--- src/rtl/spike_latency_encoder_pkg.sv ---
// Shared definitions for the latency encoder: default geometry and FSM state encoding.
package spike_latency_encoder_pkg;

    localparam int P_WIDTH_DEF = 8;   // pixel bit width, window = 2**P_WIDTH_DEF ticks
    localparam int P_S_DEF     = 42;  // synapses / pixels per frame
    localparam int P_N_DEF     = 8;   // classifier neurons
    localparam int P_GAP_DEF   = 4;   // idle cycles after each emit cycle

    typedef enum logic [2:0] {
        ST_IDLE = 3'd0,
        ST_LOAD = 3'd1,
        ST_EMIT = 3'd2,
        ST_GAP  = 3'd3,
        ST_DONE = 3'd4
    } state_t;

endpackage

--- src/rtl/spike_latency_encoder_match.sv ---
// Per-pixel fire decision: a pixel fires on the tick equal to its latency,
// unless its intensity is zero (zero never fires).
module spike_latency_encoder_match
    import spike_latency_encoder_pkg::*;
#(
    parameter int p_width = P_WIDTH_DEF
) (
    input  logic [p_width-1:0] i_lat,
    input  logic [p_width-1:0] i_pix,
    input  logic [p_width-1:0] i_tick,
    output logic               o_hit
);

    // Latency compare masked by nonzero intensity.
    always_comb begin
        o_hit = 1'b0;
        if ((i_lat == i_tick) && (i_pix != {p_width{1'b0}})) begin
            o_hit = 1'b1;
        end else begin
            o_hit = 1'b0;
        end
    end

endmodule

--- src/rtl/spike_latency_encoder.sv ---
// Time-to-first-spike encoder: accepts a frame of pixels, emits one synapse event per
// nonzero pixel at a tick inversely related to its brightness, and stops early on the
// classifier's winner spike, latching it as the frame result.
module spike_latency_encoder
    import spike_latency_encoder_pkg::*;
#(
    parameter int p_width = P_WIDTH_DEF,
    parameter int p_s     = P_S_DEF,
    parameter int p_n     = P_N_DEF,
    parameter int p_gap   = P_GAP_DEF
) (
    input  logic                   i_clk,
    input  logic                   i_rst,
    input  logic                   i_frame_valid,
    output logic                   o_frame_ready,
    input  logic [p_s*p_width-1:0] i_pixels,
    input  logic [p_n:1]           i_spike,
    output logic [p_s:1]           o_event,
    output logic                   o_busy,
    output logic                   o_done,
    output logic [p_n:1]           o_winner,
    output logic                   o_timeout
);

    localparam int                 GAP_W    = $clog2(p_gap + 1);
    localparam logic [p_width-1:0] TICK_MAX = {p_width{1'b1}};
    localparam logic [GAP_W-1:0]   GAP_LAST = GAP_W'(p_gap - 1);

    state_t             state_q;
    logic [p_width-1:0] tick_q;
    logic [p_width-1:0] tick_d;
    logic [GAP_W-1:0]   gap_q;
    logic [p_width-1:0] pix_q [1:p_s];
    logic [p_width-1:0] lat_q [1:p_s];
    logic [p_width-1:0] lat_d [1:p_s];
    logic [p_s:1]       hit_s;
    logic [p_s:1]       event_q;
    logic               busy_q;
    logic               done_q;
    logic [p_n:1]       winner_q;
    logic               timeout_q;
    logic               spike_s;

    assign spike_s       = (i_spike != {p_n{1'b0}});
    assign o_frame_ready = (state_q == ST_IDLE) & ~i_rst;
    assign o_event       = event_q;
    assign o_busy        = busy_q;
    assign o_done        = done_q;
    assign o_winner      = winner_q;
    assign o_timeout     = timeout_q;

    // Tick of the upcoming emit cycle: 0 when leaving LOAD, otherwise one past the current tick.
    always_comb begin
        tick_d = tick_q;
        if (state_q == ST_LOAD) begin
            tick_d = {p_width{1'b0}};
        end else begin
            tick_d = tick_q + {{(p_width-1){1'b0}}, 1'b1};
        end
    end

    // Latencies are formed in LOAD; used directly so the first emit can be registered on time.
    always_comb begin
        for (int k = 1; k <= p_s; k++) begin
            lat_d[k] = lat_q[k];
            if (state_q == ST_LOAD) begin
                lat_d[k] = TICK_MAX - pix_q[k];
            end else begin
                lat_d[k] = lat_q[k];
            end
        end
    end

    for (genvar k = 1; k <= p_s; k++) begin : g_match
        spike_latency_encoder_match #(
            .p_width (p_width)
        ) u_match (
            .i_lat  (lat_d[k]),
            .i_pix  (pix_q[k]),
            .i_tick (tick_d),
            .o_hit  (hit_s[k])
        );
    end

    // Frame sequencer: state, counters, pixel/latency registers and all registered outputs.
    always_ff @(posedge i_clk) begin
        if (i_rst) begin
            state_q   <= ST_IDLE;
            tick_q    <= {p_width{1'b0}};
            gap_q     <= {GAP_W{1'b0}};
            event_q   <= {p_s{1'b0}};
            busy_q    <= 1'b0;
            done_q    <= 1'b0;
            winner_q  <= {p_n{1'b0}};
            timeout_q <= 1'b0;
            for (int k = 1; k <= p_s; k++) begin
                pix_q[k] <= {p_width{1'b0}};
                lat_q[k] <= {p_width{1'b0}};
            end
        end else begin
            done_q  <= 1'b0;
            event_q <= {p_s{1'b0}};
            for (int k = 1; k <= p_s; k++) begin
                lat_q[k] <= lat_d[k];
            end
            case (state_q)
                ST_IDLE: begin
                    if (i_frame_valid) begin
                        for (int k = 1; k <= p_s; k++) begin
                            pix_q[k] <= i_pixels[k*p_width-1 -: p_width];
                        end
                        winner_q  <= {p_n{1'b0}};
                        timeout_q <= 1'b0;
                        busy_q    <= 1'b1;
                        state_q   <= ST_LOAD;
                    end
                end
                ST_LOAD: begin
                    tick_q  <= tick_d;
                    event_q <= hit_s;
                    state_q <= ST_EMIT;
                end
                ST_EMIT: begin
                    if (spike_s) begin
                        winner_q  <= i_spike;
                        timeout_q <= 1'b0;
                        busy_q    <= 1'b0;
                        done_q    <= 1'b1;
                        state_q   <= ST_DONE;
                    end else begin
                        gap_q   <= {GAP_W{1'b0}};
                        state_q <= ST_GAP;
                    end
                end
                ST_GAP: begin
                    if (spike_s) begin
                        // Winner takes priority over a coincident timeout.
                        winner_q  <= i_spike;
                        timeout_q <= 1'b0;
                        busy_q    <= 1'b0;
                        done_q    <= 1'b1;
                        state_q   <= ST_DONE;
                    end else if (gap_q == GAP_LAST) begin
                        if (tick_q == TICK_MAX) begin
                            winner_q  <= {p_n{1'b0}};
                            timeout_q <= 1'b1;
                            busy_q    <= 1'b0;
                            done_q    <= 1'b1;
                            state_q   <= ST_DONE;
                        end else begin
                            tick_q  <= tick_d;
                            event_q <= hit_s;
                            state_q <= ST_EMIT;
                        end
                    end else begin
                        gap_q <= gap_q + {{(GAP_W-1){1'b0}}, 1'b1};
                    end
                end
                ST_DONE: begin
                    state_q <= ST_IDLE;
                end
                default: begin
                    state_q <= ST_IDLE;
                end
            endcase
        end
    end

endmodule

--- config.mk ---
export PLATFORM = sky130hd
export DESIGN_NAME = spike_latency_encoder
export DESIGN_NICKNAME = d
export VERILOG_FILES = /design/src/rtl/spike_latency_encoder_pkg.sv /design/src/rtl/spike_latency_encoder_match.sv /design/src/rtl/spike_latency_encoder.sv
export SDC_FILE = /design/constraint.sdc
export NUM_CORES = 1
export LEC_CHECK = 0
export BUFFER_PORTS_ARGS = -buffer_cell sky130_fd_sc_hd__buf_2
export CELL_PAD_IN_SITES_DETAIL_PLACEMENT = 2
export CELL_PAD_IN_SITES_GLOBAL_PLACEMENT = 2
export CORE_MARGIN = 10
export CORE_UTILIZATION = 38
export DETAILED_ROUTE_END_ITERATION = 10
export GPL_TIMING_DRIVEN = 0
export PLACE_DENSITY_LB_ADDON = 0.1
export REMOVE_ABC_BUFFERS = 1
export SLEW_MARGIN = 10
export SYNTH_ARGS = -nofsm -noshare
export SYNTH_HDL_FRONTEND = slang
export SYNTH_SLANG_ARGS = --single-unit
--- constraint.sdc ---
create_clock -name i_clk -period 20.9 [get_ports i_clk]
set_input_delay 2.09 -clock i_clk [delete_from_list [all_inputs] [get_ports i_clk]]
set_output_delay 2.09 -clock i_clk [all_outputs]
set_load 0.02 [all_outputs]
==> results_dict.tcl, run 1 <==
set metrics [dict create \
    skew_ns 0.0176 \
    max_freq_ghz 0.186 \
    cp_slowest_cell "buf_16" \
    synth_area_leaders "edfxtp_1, dfxtp_1, a211oi_1" \
    rows 107 \
    outcome "finished, final reports clean" \
    ioPinCount 401 \
    grt_pass1_vias 28100 \
    drtIter0Drc 1086 \
    synth_top_area_share_pct 31.0 \
    tightestPinTransition_ns 0.982 \
    p_per_area_mw_per_mm2 90.7 \
    crit_family "buffers and inverters" \
    p_clk_share_pct 42.1 \
    ctsResizeCount 0 \
    vias_per_cell 5.38 \
    die_h_um 312 \
    fin_util_pct 46.7 \
    die_w_um 312 \
    drt-total-wl_um 109000 \
    end_kind "output port" \
    area_growth_syn_to_layout_pct 22.1 \
    ir_drop_mv 0.0621 \
    final_nets 3759 \
    ys_seq_area_share_pct 55.9 \
    vias 24900 \
    synth.largest_area_cell "edfxtp_1" \
    post_cts_buffers 0 \
    antenna_found_initial 6 \
    cts_buffers 85 \
    async_flop_share_pct 0 \
    yosysWarningCount 0 \
    drive_above_1_share_pct 20.0 \
    crit_arrival_ns 3.30 \
    drv_slew 0 \
    rrSetupSlack_ns 16.53 \
    cts_max_level 3 \
    cp.required_ns 18.81 \
    synth_common_cells "dfxtp_1, nor2_1, and2_1" \
    finalHoldViolCount 0 \
    core_mm2 0.0850 \
    whs_ns 0.444 \
    fill_cells 8684 \
    portBuffers 400 \
    ys_seq_elements 739 \
    internal-power_mw 2.69 \
    fin_crit_ns 5.39 \
    syn_avg_cell_area_um2 10.7 \
    switching_share_pct 25.2 \
    cap_viol_max_count 0 \
    drcViolationCount 0 \
    cts_tree "done" \
    seq_power_share_pct 47.9 \
    fin_total_pwr_mw 3.60 \
    synth_cell_types 66 \
    cp.buffers_inverters 3 \
    slew_headroom_pct 34.4 \
    synth_edf_count 336 \
    grt_setup_unrepaired "no" \
    insertion_delay_ns 0.64 \
    p_switching_uw 906 \
    syn_area_mm2 0.0325 \
    postCtsHoldBufs 0 \
    setup_viol 0 \
    grt_overflow 0 \
    pre_cts_ws_ns 15.47 \
    clk_path_buf_depth 3 \
    crit_start "i_rst" \
    synthFlopType "dfxtp_1" \
    start_util_pct 38.2 \
    root_buffer "clkbuf_16" \
    grt_pass1_wl_um 168000 \
    start_kind "input port" \
    final.period_utilization_pct 25.8 \
    min_path_type "flop to flop" \
    worstPathMaxFanout 105 \
    gp_congestion 0.766 \
    worstHoldStart "pix_q[0][38]" \
    wl_per_cell_um 23.6 \
    clk_pin_slew_ns 0.06 \
    synthCells 3031 \
    power_frac_comb_pct 10.0 \
    crit_type "input port to output port" \
    p_leak_nw 15.1 \
    cts_sinks 739 \
    slowest_delay_ns 0.41 \
    ant_nets 0 \
    track_usage_pct 21.7 \
    dieArea_mm2 0.0976 \
    setup_ws_ns 15.51 \
    grt_max_degree 110 \
    hpwl_um 77100 \
    r2r_start "tick_q[0]" \
    crit_chain "buf_8 > buf_16 > nor4_1 > buf_2" \
    yosysMostFrequentCell "dfxtp_1" \
    first_pass_iters 5 \
]
-- state kept, by name, indices dropped and copies added, names as in the netlist --
register and flops:
o_timeout 1, o_busy 1, o_event 42, pix_q 336, gap_q 3, tick_q 8, o_winner 8, state_q 3
o_done 1, lat_q 336
-- cell usage in the layout (no fill, tap or decap), types with 8 or more instances in the layout --
| master | Yosys | layout |
|---|---|---|
| clkbuf_1 | 127 | 26 |
| xnor2_1 | 148 | 147 |
| xnor3_1 | 14 | 14 |
| nor2_1 | 388 | 388 |
| buf_4 | 6 | 55 |
| nand3_1 | 50 | 50 |
| o31ai_1 | 10 | 10 |
| a22oi_1 | 21 | 21 |
| nand2_1 | 50 | 50 |
| a2111o_1 | 13 | 13 |
| a31oi_1 | 25 | 25 |
| a21oi_1 | 93 | 93 |
| o22ai_1 | 11 | 11 |
| buf_16 | 0 | 26 |
| buf_2 | 90 | 399 |
| nor3_1 | 95 | 92 |
| clkbuf_8 | 0 | 16 |
| dfxtp_1 | 403 | 401 |
| o21ai_0 | 63 | 63 |
| buf_6 | 4 | 26 |
| and2_1 | 338 | 337 |
| a211oi_1 | 314 | 314 |
| edfxtp_1 | 336 | 336 |
| clkbuf_16 | 0 | 86 |
| nor4_1 | 67 | 67 |
| nand4_1 | 41 | 41 |
| or4_1 | 8 | 8 |
| xor2_1 | 164 | 163 |
| clkinv_2 | 0 | 9 |
| buf_8 | 0 | 10 |
| buf_12 | 0 | 16 |
| a2111oi_0 | 17 | 17 |
| a221oi_1 | 13 | 13 |
| a2111oi_2 | 13 | 13 |
| a22o_1 | 9 | 9 |
-- power groups by stage --
stage               combinational (mW)  clock (mW)  sequential [mW]
global route                     0.404        1.61             1.74
detailed placement               0.361           0             1.75
floorplan                        0.363           0             1.75
CTS                              0.366        1.55             1.72
finish                           0.361        1.51             1.72
global placement                 0.540           0             1.79
-- kinds of logic (layout without fill, tap and decap cells) --
group | after synthesis | count (layout) | share of synthesized area (%)
flip-flops | 739 | 739 | 55.9
other | 0 | 1 | 0
multiplexers | 4 | 4 | 0.142
buffers and inverters | 248 | 694 | 3.37
AO/OA/AOI/OAI | 639 | 639 | 14.1
XOR/XNOR | 331 | 331 | 9.63
AND/OR/NAND/NOR | 1067 | 1067 | 16.8
adder cells (fa/ha/maj) | 3 | 3 | 0.116
-- final timing paths --
check | endpoint | cells after the start
worst max-delay path | o_frame_ready | 4
worst min-delay path | lat_q[0][38] | 1
worst max register to register | o_event[1] | 10
worst min register to register | lat_q[0][38] | 1
-- per-stage QoR --
step	instances	cell area [µm²]	setup TNS (ns)
after floorplan	2790	31400	-9604.53
after global placement	4334	34900	-
after detailed placement	4466	36900	0
after CTS	4621	39700	0
after global routing	4621	39700	0
final	4622	39700	0
-- per-layer routing --
| metal | track usage (%) | wire length (µm) |
|---|---|---|
| met1 | 26.4 | 46500 |
| met2 | 39.0 | 55600 |
| met3 | 3.23 | 3750 |
| met4 | 6.64 | 3080 |
| met5 | 0 | 0 |
-- area by class of cell --
| class | instances | area [µm²] | area share (%) |
|---|---|---|---|
| clock inverter | 27 | 328 | 0.826 |
| antenna | 1 | 2.50 | 0.00631 |
| multi-input combinational | 2044 | 13400 | 33.7 |
| tap | 1144 | 1430 | 3.61 |
| timing repair buffer | 532 | 3890 | 9.80 |
| inverter | 7 | 26.3 | 0.0662 |
| clock buffer | 128 | 2470 | 6.22 |
| sequential | 739 | 18200 | 45.8 |
Note: power is estimated with default switching activity, not from simulation.
==> run 2, diff against run 1 <==
Settings changed: CORE_UTILIZATION 38 to 34.
Clock period 20.9 ns to 4.55 ns, I/O delays scaled along.
==> run 2 against run 1 <==
  * Flip-flop and latch count is the same
  * Die area grew 11%
  * Hold slack lost 0.39 ns
  * Via count is essentially flat
  * Global-route usage shrank 1.9 points
  * Clock power grew to 4.6 times the previous value
  * Combinational power grew to 4.6 times the previous value
  * Setup slack lost 15 ns
==> results_dict.tcl, run 2 (synthesized netlist as in run 1, its figures left out) <==
set metrics [dict create \
    outcome "finished, final reports clean" \
    clk_pin_slew_ns 0.06 \
    cts_sinks 739 \
    worstHoldPathCells 2 \
    ioPinCount 401 \
    grt_max_degree 113 \
    cts_tree "done" \
    grt_overflow 0 \
    drtIter0Drc 1260 \
    worstPathMaxFanout 17 \
    setup_viol 0 \
    cts_max_level 3 \
    dr_wl_met3_um 4370 \
    final_nets 3767 \
    cp.required_ns 5.08 \
    portBuffers 400 \
    antenna_found_initial 7 \
    final.period_utilization_pct 91.7 \
    die_h_um 329 \
    dieArea_mm2 0.108 \
    insertion_delay_ns 0.66 \
    drcViolationCount 0 \
    rr_endpoint "o_event[41]" \
    layout.cells.non_filler 4753 \
    end_kind "flop" \
    layout_common_cells "dfxtp_1, buf_2, nor2_1" \
    start_util_pct 34.3 \
    wl_per_cell_um 23.1 \
    core_mm2 0.0949 \
    route.met2.wl_um 54300 \
    track_usage_pct 19.8 \
    crit_type "flop to flop" \
    drv_slew 0 \
    vias_per_cell 5.23 \
    max_freq_ghz 0.240 \
    skew_ns 0.0245 \
    root_buffer "clkbuf_16" \
    fin_crit_ns 4.17 \
    whs_ns 0.0503 \
    p_per_area_mw_per_mm2 414 \
    cap_viol_max_count 0 \
    die_w_um 329 \
    worstHoldStart "i_spike[5]" \
    gp_congestion 0.765 \
    ant_nets 0 \
    crit_arrival_ns 4.70 \
    dp.cells 4586 \
    layout_commonest_cell "dfxtp_1" \
    drive_above_1_share_pct 19.9 \
    min_path_type "input port to flop" \
    rows 113 \
    n_antenna_cell 0 \
    vias 24900 \
    clk_path_buf_depth 3 \
    finalHoldViolCount 0 \
    met1Wirelength_um 48300 \
    setup-tns-final_ns 0 \
    rrSetupSlack_ns 0.38 \
    fin_util_pct 42.0 \
    hpwl_um 77900 \
    rr_worst_depth 15 \
    cts_buffers 87 \
    routed.top_layer "met5" \
    tightestPinTransition_ns 0.938 \
    grt_pass1_wl_um 168000 \
    r2r_start "state_q[2]" \
    grt_setup_unrepaired "no" \
    ir_drop_mv 0.225 \
    drt-total-wl_um 110000 \
    slew_headroom_pct 37.4 \
    p_leak_nw 15.1 \
    area_growth_syn_to_layout_pct 22.5 \
    whs_endpoint "o_winner[5]" \
    grt_pass1_vias 27900 \
    start_kind "flop" \
    first_pass_iters 5 \
]
run 2: cell types whose count changed in the layout (fill, tap and decap cells not counted), sizes merged:
cell,change
clkinv,+9
diode,-1
inv,+2
dlygate4sd3,+5
clkbuf,-1
clkinvlp,-3
bufinv,-2
buf,+1
run 2: critical path, cell delays in order (launching register included):
cell and delay [ns]:
dfxtp_1 0.47, nor3b_4 0.45, buf_6 0.23, buf_4 0.19
buf_4 0.22, buf_4 0.25, buf_4 0.26, buf_6 0.20
buf_4 0.23, buf_4 0.24, buf_4 0.21, nor3_1 0.06
nor3_1 0.18, o21ai_0 0.13, a2111o_1 0.38, a2111oi_2 0.33
run 2: power breakdown:
group / internal [mW] / switching, mW
sequential: 7.50 / 0.410
combinational: 0.745 / 0.920
clock: 4.05 / 2.86
total: 12.3 / 4.19
run 2: what timing repair did:
| action | 4_1_cts | 5_1_grt |
|---|---|---|
| endpoints found under the setup margin | 0 | 1 |
| hold buffers | 5 | 0 |
| gates resized for setup | 0 | 1 |
| buffers inserted | 0 | 2 |
| endpoints found under the hold margin | 5 | 0 |
run 2: metal layers:
layer  global-route usage [%]  vias to the layer above
li1                         -                    11700
met2                     34.5                      473
met1                     24.8                    12500
met4                     5.63                        2
met5                        0                        -
met3                     3.63                      167
run 2: worst max-delay path by stage:
stage                          start          end  slack (ns)  cells after the start
after floorplan           state_q[2]  o_event[21]      -48.05                      4
after global placement    state_q[2]   o_event[1]      -78.39                      3
after detailed placement  state_q[0]  o_event[41]        0.31                     15
after CTS                 state_q[2]  o_event[41]        0.26                     15
after global routing      state_q[0]  o_event[41]        0.01                     15
final                     state_q[2]  o_event[41]        0.38                     15
run 2: area by class of cell:
cell class,instances,area [µm²]
Sequential cell,739,18200
Clock inverter,33,307
Multi-Input combinational cell,2044,13400
Tap cell,1265,1580
Inverter,7,26.3
Fill cell,9873,55000
Timing Repair Buffer,538,3900
Clock buffer,127,2470
run 2: through the flow:
| step | power, mW | instance area, µm² | worst slack (ns) |
|---|---|---|---|
| final | 16.5 | 39800 | 0.379 |
| after global routing | 17.2 | 39800 | 0.0127 |
| after CTS | 16.7 | 39800 | 0.263 |
| after detailed placement | 9.71 | 37000 | 0.307 |
| after global placement | 10.3 | 35000 | -78.39 |
| after floorplan | 9.71 | 31400 | -48.05 |
